==> src/rtl/pkt_head_slicer_pkg.sv <==
// Shared definitions for the packet head slicer: head tag bit positions,
// tag width, FSM state encoding and a tag builder.
package pkt_head_slicer_pkg;

  localparam int unsigned TAG_START_BIT = 0;
  localparam int unsigned TAG_VALID_BIT = 1;
  localparam int unsigned TAG_SHIFT_BIT = 2;
  localparam int unsigned TAG_TAIL_BIT  = 3;
  localparam int unsigned TAG_WIDTH     = 4;

  typedef enum logic [1:0] {
    IDLE = 2'd0,
    HEAD = 2'd1,
    PAY  = 2'd2,
    DROP = 2'd3
  } state_e;

  // Tag for a valid head slice; the shift bit is never set.
  function automatic logic [TAG_WIDTH-1:0] make_tag(input logic start, input logic tail);
    logic [TAG_WIDTH-1:0] t;
    t                = '0;
    t[TAG_START_BIT] = start;
    t[TAG_VALID_BIT] = 1'b1;
    t[TAG_SHIFT_BIT] = 1'b0;
    t[TAG_TAIL_BIT]  = tail;
    return t;
  endfunction

endpackage

==> src/rtl/pkt_head_slicer_if.sv <==
// Bus bundle of the packet head slicer.
//   input beat   : i_valid, i_sop, i_eop, i_data, i_cfg_headShift, o_ready
//   head path    : o_head (tag above data), o_headShift
//   payload path : o_pay_data, o_pay_valid, o_pay_eop, i_pay_ready
//   status       : o_err
// slave modport is the slicer side, master the driving/consuming side.
interface pkt_head_slicer_if #(
  parameter int unsigned HEAD_WIDTH       = 512,
  parameter int unsigned HEAD_SHIFT_WIDTH = 4
);
  import pkt_head_slicer_pkg::*;

  logic                            i_valid;
  logic                            i_sop;
  logic                            i_eop;
  logic [HEAD_WIDTH-1:0]           i_data;
  logic                            o_ready;
  logic [HEAD_SHIFT_WIDTH-1:0]     i_cfg_headShift;
  logic [HEAD_WIDTH+TAG_WIDTH-1:0] o_head;
  logic [HEAD_SHIFT_WIDTH-1:0]     o_headShift;
  logic [HEAD_WIDTH-1:0]           o_pay_data;
  logic                            o_pay_valid;
  logic                            o_pay_eop;
  logic                            i_pay_ready;
  logic                            o_err;

  modport slave (
    input  i_valid, i_sop, i_eop, i_data, i_cfg_headShift, i_pay_ready,
    output o_ready, o_head, o_headShift, o_pay_data, o_pay_valid, o_pay_eop, o_err
  );

  modport master (
    output i_valid, i_sop, i_eop, i_data, i_cfg_headShift, i_pay_ready,
    input  o_ready, o_head, o_headShift, o_pay_data, o_pay_valid, o_pay_eop, o_err
  );

endinterface

==> src/rtl/pay_skid_buf.sv <==
// Two-entry payload skid buffer: an output register plus one skid register.
// Ports: clk, rst (async, active-high); push/push_data/push_eop write side;
// can_push = occupancy < 2; pay_data/pay_valid/pay_eop/pay_ready read side.
module pay_skid_buf #(
  parameter int unsigned DATA_WIDTH = 512
) (
  input  logic                  clk,
  input  logic                  rst,
  input  logic                  push,
  input  logic [DATA_WIDTH-1:0] push_data,
  input  logic                  push_eop,
  output logic                  can_push,
  output logic [DATA_WIDTH-1:0] pay_data,
  output logic                  pay_valid,
  output logic                  pay_eop,
  input  logic                  pay_ready
);

  logic                  skid_valid, skid_valid_n;
  logic [DATA_WIDTH-1:0] skid_data, skid_data_n;
  logic                  skid_eop, skid_eop_n;
  logic                  out_valid_n, out_eop_n;
  logic [DATA_WIDTH-1:0] out_data_n;
  logic                  pop;

  // Skid entry is only occupied while the output entry is, so occupancy
  // reaches 2 exactly when the skid entry is full.
  always_comb begin
    pop          = pay_valid & pay_ready;
    out_valid_n  = pay_valid;
    out_data_n   = pay_data;
    out_eop_n    = pay_eop;
    skid_valid_n = skid_valid;
    skid_data_n  = skid_data;
    skid_eop_n   = skid_eop;
    if (pop || !pay_valid) begin
      if (skid_valid) begin
        out_valid_n  = 1'b1;
        out_data_n   = skid_data;
        out_eop_n    = skid_eop;
        skid_valid_n = push;
        skid_data_n  = push_data;
        skid_eop_n   = push & push_eop;
      end else begin
        out_valid_n = push;
        out_data_n  = push_data;
        out_eop_n   = push & push_eop;
      end
    end else if (push) begin
      skid_valid_n = 1'b1;
      skid_data_n  = push_data;
      skid_eop_n   = push_eop;
    end
  end

  always_ff @(posedge clk or posedge rst) begin
    if (rst) begin
      pay_valid  <= 1'b0;
      pay_data   <= '0;
      pay_eop    <= 1'b0;
      skid_valid <= 1'b0;
      skid_data  <= '0;
      skid_eop   <= 1'b0;
      can_push   <= 1'b1;
    end else begin
      pay_valid  <= out_valid_n;
      pay_data   <= out_data_n;
      pay_eop    <= out_eop_n;
      skid_valid <= skid_valid_n;
      skid_data  <= skid_data_n;
      skid_eop   <= skid_eop_n;
      can_push   <= ~skid_valid_n;
    end
  end

endmodule

==> src/rtl/pkt_head_slicer.sv <==
// Packet head slicer: the first HEAD_SLICE_NUM beats of each packet go out
// as tagged head slices (1-cycle registered, never stalled); remaining beats
// go through a 2-entry payload skid buffer.
// Ports: i_clk, i_rst (async, active-high), bus (pkt_head_slicer_if.slave).
// Optional macro HEAD_SLICER_STATS_EN adds o_pkt_cnt and o_err_cnt.
module pkt_head_slicer
  import pkt_head_slicer_pkg::*;
#(
  parameter int unsigned HEAD_WIDTH       = 512,
  parameter int unsigned HEAD_SLICE_NUM   = 4,
  parameter int unsigned HEAD_SHIFT_WIDTH = 4
) (
  input  logic                i_clk,
  input  logic                i_rst,
  pkt_head_slicer_if.slave    bus
`ifdef HEAD_SLICER_STATS_EN
  ,
  output logic [31:0]         o_pkt_cnt,
  output logic [31:0]         o_err_cnt
`endif
);

  localparam int unsigned CNT_W = $clog2(HEAD_SLICE_NUM + 1);
  localparam logic [CNT_W-1:0] CNT_MAX = CNT_W'(HEAD_SLICE_NUM);
  localparam logic [CNT_W-1:0] CNT_ONE = CNT_W'(1);

  state_e                      state, state_nxt;
  logic [CNT_W-1:0]            cnt, cnt_nxt, cnt_inc;
  logic [HEAD_SHIFT_WIDTH-1:0] shift_q, shift_nxt;
  logic [TAG_WIDTH-1:0]        tag_q, tag_nxt;
  logic [HEAD_WIDTH-1:0]       hdata_q, hdata_nxt;
  logic                        err_q, err_nxt;
  logic                        push, push_eop;
  logic                        accept;

  assign accept          = bus.i_valid & bus.o_ready;
  assign bus.o_head      = {tag_q, hdata_q};
  assign bus.o_headShift = shift_q;
  assign bus.o_err       = err_q;

  // State and output registers.
  always_ff @(posedge i_clk or posedge i_rst) begin
    if (i_rst) begin
      state   <= IDLE;
      cnt     <= '0;
      shift_q <= '0;
      tag_q   <= '0;
      hdata_q <= '0;
      err_q   <= 1'b0;
    end else begin
      state   <= state_nxt;
      cnt     <= cnt_nxt;
      shift_q <= shift_nxt;
      tag_q   <= tag_nxt;
      hdata_q <= hdata_nxt;
      err_q   <= err_nxt;
    end
  end

  // Next state, head slice, payload push and error pulse.
  always_comb begin
    state_nxt = state;
    cnt_nxt   = cnt;
    shift_nxt = shift_q;
    tag_nxt   = '0;
    hdata_nxt = '0;
    err_nxt   = 1'b0;
    push      = 1'b0;
    push_eop  = 1'b0;
    cnt_inc   = (cnt == CNT_MAX) ? cnt : cnt + CNT_ONE;
    if (accept) begin
      if (bus.i_sop) begin
        // A sop always starts a new packet; mid-packet it also flags an error.
        err_nxt   = (state == HEAD) || (state == PAY);
        shift_nxt = bus.i_cfg_headShift;
        cnt_nxt   = CNT_ONE;
        tag_nxt   = make_tag(1'b1, bus.i_eop || (CNT_MAX == CNT_ONE));
        hdata_nxt = bus.i_data;
        if (bus.i_eop)                state_nxt = IDLE;
        else if (CNT_MAX == CNT_ONE)  state_nxt = PAY;
        else                          state_nxt = HEAD;
      end else begin
        unique case (state)
          IDLE: begin
            err_nxt   = 1'b1;
            state_nxt = bus.i_eop ? IDLE : DROP;
          end
          HEAD: begin
            cnt_nxt   = cnt_inc;
            tag_nxt   = make_tag(1'b0, bus.i_eop || (cnt_inc == CNT_MAX));
            hdata_nxt = bus.i_data;
            if (bus.i_eop)                state_nxt = IDLE;
            else if (cnt_inc == CNT_MAX)  state_nxt = PAY;
          end
          PAY: begin
            push     = 1'b1;
            push_eop = bus.i_eop;
            if (bus.i_eop) state_nxt = IDLE;
          end
          DROP: begin
            if (bus.i_eop) state_nxt = IDLE;
          end
        endcase
      end
    end
  end

  pay_skid_buf #(
    .DATA_WIDTH (HEAD_WIDTH)
  ) u_pay_skid_buf (
    .clk       (i_clk),
    .rst       (i_rst),
    .push      (push),
    .push_data (bus.i_data),
    .push_eop  (push_eop),
    .can_push  (bus.o_ready),
    .pay_data  (bus.o_pay_data),
    .pay_valid (bus.o_pay_valid),
    .pay_eop   (bus.o_pay_eop),
    .pay_ready (bus.i_pay_ready)
  );

`ifdef HEAD_SLICER_STATS_EN
  // Packet and error counters, wrapping modulo 2^32.
  always_ff @(posedge i_clk or posedge i_rst) begin
    if (i_rst) begin
      o_pkt_cnt <= '0;
      o_err_cnt <= '0;
    end else begin
      if (accept && bus.i_sop) o_pkt_cnt <= o_pkt_cnt + 32'd1;
      if (err_nxt)             o_err_cnt <= o_err_cnt + 32'd1;
    end
  end
`endif

endmodule

==> src/flat_wrapper.sv <==
// flat-port wrapper written by rule: the top's interface ports become plain ports
module pkt_head_slicer_flat import pkt_head_slicer_pkg::*;
#(
  parameter int unsigned HEAD_WIDTH       = 512,
  parameter int unsigned HEAD_SLICE_NUM   = 4,
  parameter int unsigned HEAD_SHIFT_WIDTH = 4
)
  (i_clk, i_rst, bus_i_valid, bus_i_sop, bus_i_eop, bus_i_data, bus_i_cfg_headShift, bus_i_pay_ready, bus_o_ready, bus_o_head, bus_o_headShift, bus_o_pay_data, bus_o_pay_valid, bus_o_pay_eop, bus_o_err);
  pkt_head_slicer_if #(.HEAD_WIDTH(HEAD_WIDTH), .HEAD_SHIFT_WIDTH(HEAD_SHIFT_WIDTH)) bus_i ();
  input  logic i_clk;
  input  logic i_rst;
  input wire logic [$bits(bus_i.i_valid)-1:0] bus_i_valid;
  input wire logic [$bits(bus_i.i_sop)-1:0] bus_i_sop;
  input wire logic [$bits(bus_i.i_eop)-1:0] bus_i_eop;
  input wire logic [$bits(bus_i.i_data)-1:0] bus_i_data;
  input wire logic [$bits(bus_i.i_cfg_headShift)-1:0] bus_i_cfg_headShift;
  input wire logic [$bits(bus_i.i_pay_ready)-1:0] bus_i_pay_ready;
  output wire logic [$bits(bus_i.o_ready)-1:0] bus_o_ready;
  output wire logic [$bits(bus_i.o_head)-1:0] bus_o_head;
  output wire logic [$bits(bus_i.o_headShift)-1:0] bus_o_headShift;
  output wire logic [$bits(bus_i.o_pay_data)-1:0] bus_o_pay_data;
  output wire logic [$bits(bus_i.o_pay_valid)-1:0] bus_o_pay_valid;
  output wire logic [$bits(bus_i.o_pay_eop)-1:0] bus_o_pay_eop;
  output wire logic [$bits(bus_i.o_err)-1:0] bus_o_err;
  assign bus_i.i_valid = bus_i_valid;
  assign bus_i.i_sop = bus_i_sop;
  assign bus_i.i_eop = bus_i_eop;
  assign bus_i.i_data = bus_i_data;
  assign bus_i.i_cfg_headShift = bus_i_cfg_headShift;
  assign bus_i.i_pay_ready = bus_i_pay_ready;
  assign bus_o_ready = bus_i.o_ready;
  assign bus_o_head = bus_i.o_head;
  assign bus_o_headShift = bus_i.o_headShift;
  assign bus_o_pay_data = bus_i.o_pay_data;
  assign bus_o_pay_valid = bus_i.o_pay_valid;
  assign bus_o_pay_eop = bus_i.o_pay_eop;
  assign bus_o_err = bus_i.o_err;
  pkt_head_slicer #(.HEAD_WIDTH(HEAD_WIDTH), .HEAD_SLICE_NUM(HEAD_SLICE_NUM), .HEAD_SHIFT_WIDTH(HEAD_SHIFT_WIDTH)) u_core (.i_clk(i_clk), .i_rst(i_rst), .bus(bus_i));
endmodule
==> config.mk <==
export PLATFORM = sky130hd
export DESIGN_NAME = pkt_head_slicer_flat
export DESIGN_NICKNAME = d
export VERILOG_FILES = /design/src/rtl/pkt_head_slicer_pkg.sv /design/src/rtl/pkt_head_slicer_if.sv /design/src/rtl/pay_skid_buf.sv /design/src/rtl/pkt_head_slicer.sv /design/src/flat_wrapper.sv
export SDC_FILE = /design/constraint.sdc
export NUM_CORES = 2
export LEC_CHECK = 0
export ABC_AREA = 1
export CAP_MARGIN = 20
export CORE_AREA = 2 2 609 611
export DETAILED_ROUTE_END_ITERATION = 8
export DIE_AREA = 0 0 611 613
export PLACE_DENSITY_LB_ADDON = 0.08
export SLEW_MARGIN = 20
export SYNTH_ARGS = -nofsm -noshare
export SYNTH_HDL_FRONTEND = slang
export SYNTH_SLANG_ARGS = --single-unit
==> constraint.sdc <==
create_clock -name i_clk -period 64.1 [get_ports i_clk]
set_clock_uncertainty 0.1 [all_clocks]
set_input_delay 12.82 -clock i_clk [delete_from_list [all_inputs] [get_ports i_clk]]
set_output_delay 12.82 -clock i_clk [all_outputs]
set_load 0.005 [all_outputs]
==> After elaboration in Yosys (flattened, before gate mapping) <==
Cells that the tools add are included.
{ "totals": {"ff_bits": 1555, "elab_cells": 75} }
{ "classes": {"addsub": 1, "eq_ne": 8, "muxes": 37, "bitwise": 4, "reduce_logical": 12} }
{ "ops": {"columns": ["op", "n"], "rows": [
  ["$mux 512", 7],
  ["$mux 1", 18],
  ["$mux 4", 3],
  ["$mux 2", 5],
  ["$mux 3", 3],
  ["$eq 3x3->1 const B", 2],
  ["$pmux 2 s3", 1],
  ["$reduce_and 2->1", 3],
  ["$eq 2x2->1 const B", 2],
  ["$ne 4x4->1 const B", 1],
  ["$reduce_bool 2->1", 2],
  ["$add 3x1->3 const B", 1],
  ["$and 1x1->1", 3],
  ["$logic_or 1x1->1", 3],
  ["$ne 3x1->1 const B", 1],
  ["$reduce_and 3->1", 1],
  ["$eq 2x1->1 const B", 1],
  ["$logic_not 2->1", 1],
  ["$ne 2x2->1 const B", 1],
  ["$reduce_or 2->1", 1],
  ["$logic_not 1->1", 1],
  ["$not 1->1", 1]
]} }

==> Depth between registers and ports, before layout <==
{ "logic_depth": {"depth_word": 7, "mapped_depth": 11, "depth_no_buf": 10} }

==> By module <==
A second synthesis with hierarchy kept.
{ "hier_totals": {"cells_unflattened": 6822, "area_unflattened_um2": 64161.5} }
{ "modules_own_cells": {"columns": ["mod", "n_inst", "cells_per_inst", "area_each_um2", "seq_area_each_um2"], "rows": [
  ["pay_skid_buf", 1, 5146, 45184.6, 25750.9],
  ["pkt_head_slicer", 1, 1676, 18977.0, 13137.6]
]} }

==> Worst setup path before layout <==
No wires, ideal clock.
{ "synth_path": {"path_kind": "input port to flip-flop", "startpoint": "input bus_i_pay_ready", "endpoint": "register u_core.u_pay_skid_buf.pay_data[263]", "setup_time_ps": 133, "arrival_time_ps": 13831, "path_slack_ps": 50036, "cell_stages": 9, "path_cell_list": "inv_1 -> nand2_1 -> buf_2 -> nand2_1 -> buf_4 -> buf_2 -> buf_4 -> o22ai_1 -> a21oi_1"} }
{ "synth_between": {"elab_chain_len": 2} }
{ "synth_rtl": {"columns": ["item", "line_no", "source"], "rows": [
  ["start: declaration", "flat_wrapper.sv:17", "input wire logic [$bits(bus_i.i_pay_ready)-1:0] bus_i_pay_ready;"],
  ["$and 1x1->1", "pay_skid_buf.sv:29", "pop = pay_valid & pay_ready;"],
  ["$logic_or 1x1->1", "pay_skid_buf.sv:36", "if (pop || !pay_valid) begin"],
  ["end signal: assignment", "pay_skid_buf.sv:67", "pay_data <= out_data_n;"],
  ["end: declaration", "pay_skid_buf.sv:13", "output logic [DATA_WIDTH-1:0] pay_data,"]
]} }
No other way between the ends.
A chain may end at the register's enable or synchronous reset.

==> Worst setup path in the final report <==
{ "layout_path": {"startpoint": "input bus_i_pay_ready", "endpoint": "register u_core.u_pay_skid_buf.skid_data[81]"} }
{ "layout_between": {"elab_chain_len": 4} }
{ "layout_rtl": {"columns": ["item", "line_no", "source"], "rows": [
  ["$and 1x1->1 (*)", "pay_skid_buf.sv:29", null],
  ["$logic_or 1x1->1 (*)", "pay_skid_buf.sv:36", null],
  ["$ne 2x2->1 (no line) / $reduce_bool 2->1 (equally long branches)", null, null],
  ["$reduce_and 2->1 (no line)", null, null],
  ["end signal: assignment", "pay_skid_buf.sv:70", "skid_data <= skid_data_n;"],
  ["end: declaration", "pay_skid_buf.sv:20", "logic [DATA_WIDTH-1:0] skid_data, skid_data_n;"]
]} }
Every way passes the cells marked *; elsewhere a longest branch is shown, timed or not.

==> flow_summary.toml <==
[place]
numPortBuffers = 1556
place_congestion = 0.789
post-place-ws_ns = 44.80
dp_hpwl_um = 211000

[min_path]
hp-start = "u_core.bus.o_headShift[3]"
hold_class = "register to register"

[global_routing]
grt_pass1_vias = 46409
grt_pass1_wl_um = 398000
grt.overflow.total = 0
grt_max_degree = 183
grt_usage = 0.150
antenna_found_initial = 67

[worst_setup_path]
critPathLaunchType = "primary input"
path_max_fanout = 93
r2r_start = "u_core.u_pay_skid_buf.pay_valid"
critPathArrivalTime_ns = 19.06
critPathCaptureType = "register"
critPathLaunch = "bus_i_pay_ready"
path_class = "primary input to register"
worstPathRequired_ns = 64.77

[power]
leakage_nw = 38.3
finalPower_mw = 2.71
peakVddDrop_v = 0.0000246
p_per_area_nw_per_um2 = 32.1

[floorplanning]
start_util = 0.156
die_h_um = 613
die_w_um = 611
dieArea_um2 = 375000
fp.coreArea_um2 = 368000
io_pins = 1558
rows = 223

[finish]
final_layout_size_suffix_gt1_frac = 0.0549
post-route-util = 0.230
finalNetCount = 7590
nFillCells = 39681
area_growth_pct = 47.4

[sta]
rsz0062_at_grt = "no"
hold_viol = 0
period_share = 0.287
hold_ws_ns = 0.377
worst-slew-pin-transition_ns = 1.09
fmax_mhz = 54.4
setup_viol = 0
setup-tns-final_ns = 0
slew_violations = 0
timing.final.crit_period_ns = 18.38
setup_ws_ns = 45.72
max_slew_margin = 0.272

[detailed_routing]
vias_per_cell = 3.76
wirelength_um = 291000
vias = 45351
wire_per_inst_um = 24.1
drc_errors = 0
routed.top_layer = "met5"
initialDrtViolationCount = 2674
dr_wl_met3_um = 20700
drt-met1-wl_um = 116000
postRouteAntennaNets = 0
wl_met2_um = 148000
dr.pass1.iters = 5

[yosys]
ys_seq_area_frac = 0.679
syn_nets = 6099
yosys.cell_count.top_type = "dfrtp_1"
ys_async_sr_fraction = 1.00
synth_ff_type = "dfrtp_1"
netlist_area_um2 = 57300
ys_ff_latch = 1554
synthCells = 5570
avgSynthCellArea_um2 = 10.3
synth_common_cells = "dfrtp_1 (1553), inv_1 (1044), nand2_1 (543)"
yosys.area.top_type = "dfrtp_1"
yosysUniqueCellTypes = 27
yosys_warnings = 0
synth_edf_count = 0
synth_top_area_frac = 0.678
synth.area.top_cells = "dfrtp_1 (68%), inv_1 (6.8%), o22ai_1 (5.6%)"

[cts]
h-tree-depth = 4
root_buffer = "clkbuf_16"
post_cts_buffers = 0
cts_resized = 0
cts_hold_buf = 0
clock-sinks = 1554
clkLatencyLatePin_ns = 0.89
cts_tree = "built"
clockBufferDepth = 4
clk_pin_slew_ns = 0.06
numCtsBuffers = 205

[job]
drv_cap = 0

[outcome]
status = "complete, no violations"
## state kept, by name, indices dropped and copies added (netlist names)
| register | count |
|---|---|
| u_core.hdata_q | 512 |
| u_core.u_pay_skid_buf.pay_valid | 1 |
| u_core.bus.o_headShift | 4 |
| u_core.u_pay_skid_buf.can_push | 1 |
| u_core.u_pay_skid_buf.skid_valid | 1 |
| u_core.u_pay_skid_buf.pay_eop | 1 |
| u_core.u_pay_skid_buf.skid_eop | 1 |
| u_core.bus.o_err | 1 |
| u_core.u_pay_skid_buf.pay_data | 512 |
| u_core.state | 2 |
| u_core.u_pay_skid_buf.skid_data | 512 |
| u_core.cnt | 3 |
| u_core.tag_q | 3 |
## final cells by class
class | count | area (µm²) | share of cell area
multi-input cells | 2630 | 12600 | 0.149
clock inverters | 41 | 517 | 0.00612
diodes | 15 | 37.5 | 0.000444
flip-flops and latches | 1554 | 38900 | 0.460
inverters | 1046 | 3940 | 0.0467
well taps | 4837 | 6050 | 0.0717
repair buffers | 1624 | 16200 | 0.191
clock buffers | 330 | 6230 | 0.0738
## per-stage QoR
step,cell area (µm²),cells
floorplan,57300,5570
global placement,77600,11690
detailed placement,77600,11690
CTS,84400,12061
global route,84400,12068
finish,84500,12077
## cell usage in the layout (no fill, tap or decap), types with 2 or more instances in the layout
master / synthesis / routed
o22ai_1: 513 / 513
inv_8: 0 / 2
o21ai_0: 116 / 116
diode_2: 0 / 15
o21ai_1: 389 / 389
nand3_1: 8 / 8
nor2_1: 518 / 518
clkbuf_8: 0 / 61
dfrtp_1: 1553 / 1553
clkdlybuf4s50_1: 0 / 1556
clkinvlp_4: 0 / 3
clkinv_16: 0 / 3
clkinv_2: 0 / 21
a21oi_1: 516 / 516
nand2_1: 543 / 541
inv_16: 0 / 3
ha_1: 7 / 7
bufinv_16: 0 / 6
buf_4: 29 / 61
clkinv_8: 0 / 2
clkbuf_1: 85 / 63
nand2_4: 0 / 2
o21ai_2: 10 / 10
inv_1: 1044 / 1043
nor2_2: 3 / 2
inv_6: 0 / 2
clkbuf_16: 0 / 206
buf_12: 4 / 5
## path summary, 6_finish.rpt
kind,end,slack (ns),cells past startpoint
setup / recovery,u_core.u_pay_skid_buf.skid_data[81],45.72,12
hold / removal,u_core.bus.o_headShift[3],0.38,2
setup reg to reg,u_core.u_pay_skid_buf.skid_data[81],57.70,10
hold reg to reg,u_core.bus.o_headShift[3],0.38,2
max in group asynchronous,u_core.u_pay_skid_buf.pay_data[121],46.57,8
min in group asynchronous,u_core.hdata_q[8],12.36,2
## power by group
group	switching [mW]	internal (mW)	total, mW
clock	0.483	0.688	1.17
combinational	0.223	0.178	0.401
sequential	0.0428	1.10	1.14
total	0.748	1.97	2.71
## logic make-up (layout without fill, tap and decap cells)
| family | count (synthesis) | in the layout | share of synthesized area |
|---|---|---|---|
| flip-flops | 1554 | 1554 | 0.679 |
| AO/OA/AOI/OAI | 1548 | 1548 | 0.147 |
| buffers and inverters | 1386 | 3041 | 0.102 |
| AND/OR/NAND/NOR | 1074 | 1074 | 0.0707 |
| adder cells (fa/ha/maj) | 7 | 7 | 0.00153 |
| other | 1 | 16 | 0.0000654 |
## worst max-delay path, cell delays in order
cell,delay (ns)
clkdlybuf4s50_1,0.47
inv_1,0.09
nand2_4,0.62
nand2_1,0.40
o21ai_4,0.38
buf_4,0.66
buf_4,0.73
buf_4,0.65
buf_4,0.81
buf_4,0.90
nand2_1,0.12
o21ai_1,0.12
## metal layers
metal	vias to the layer above	global-route usage
met2	1277	0.267
met5	-	0
met3	366	0.0459
met1	22888	0.175
li1	20806	-
met4	14	0.0327
No activity file was read; power rests on OpenSTA's default activity.
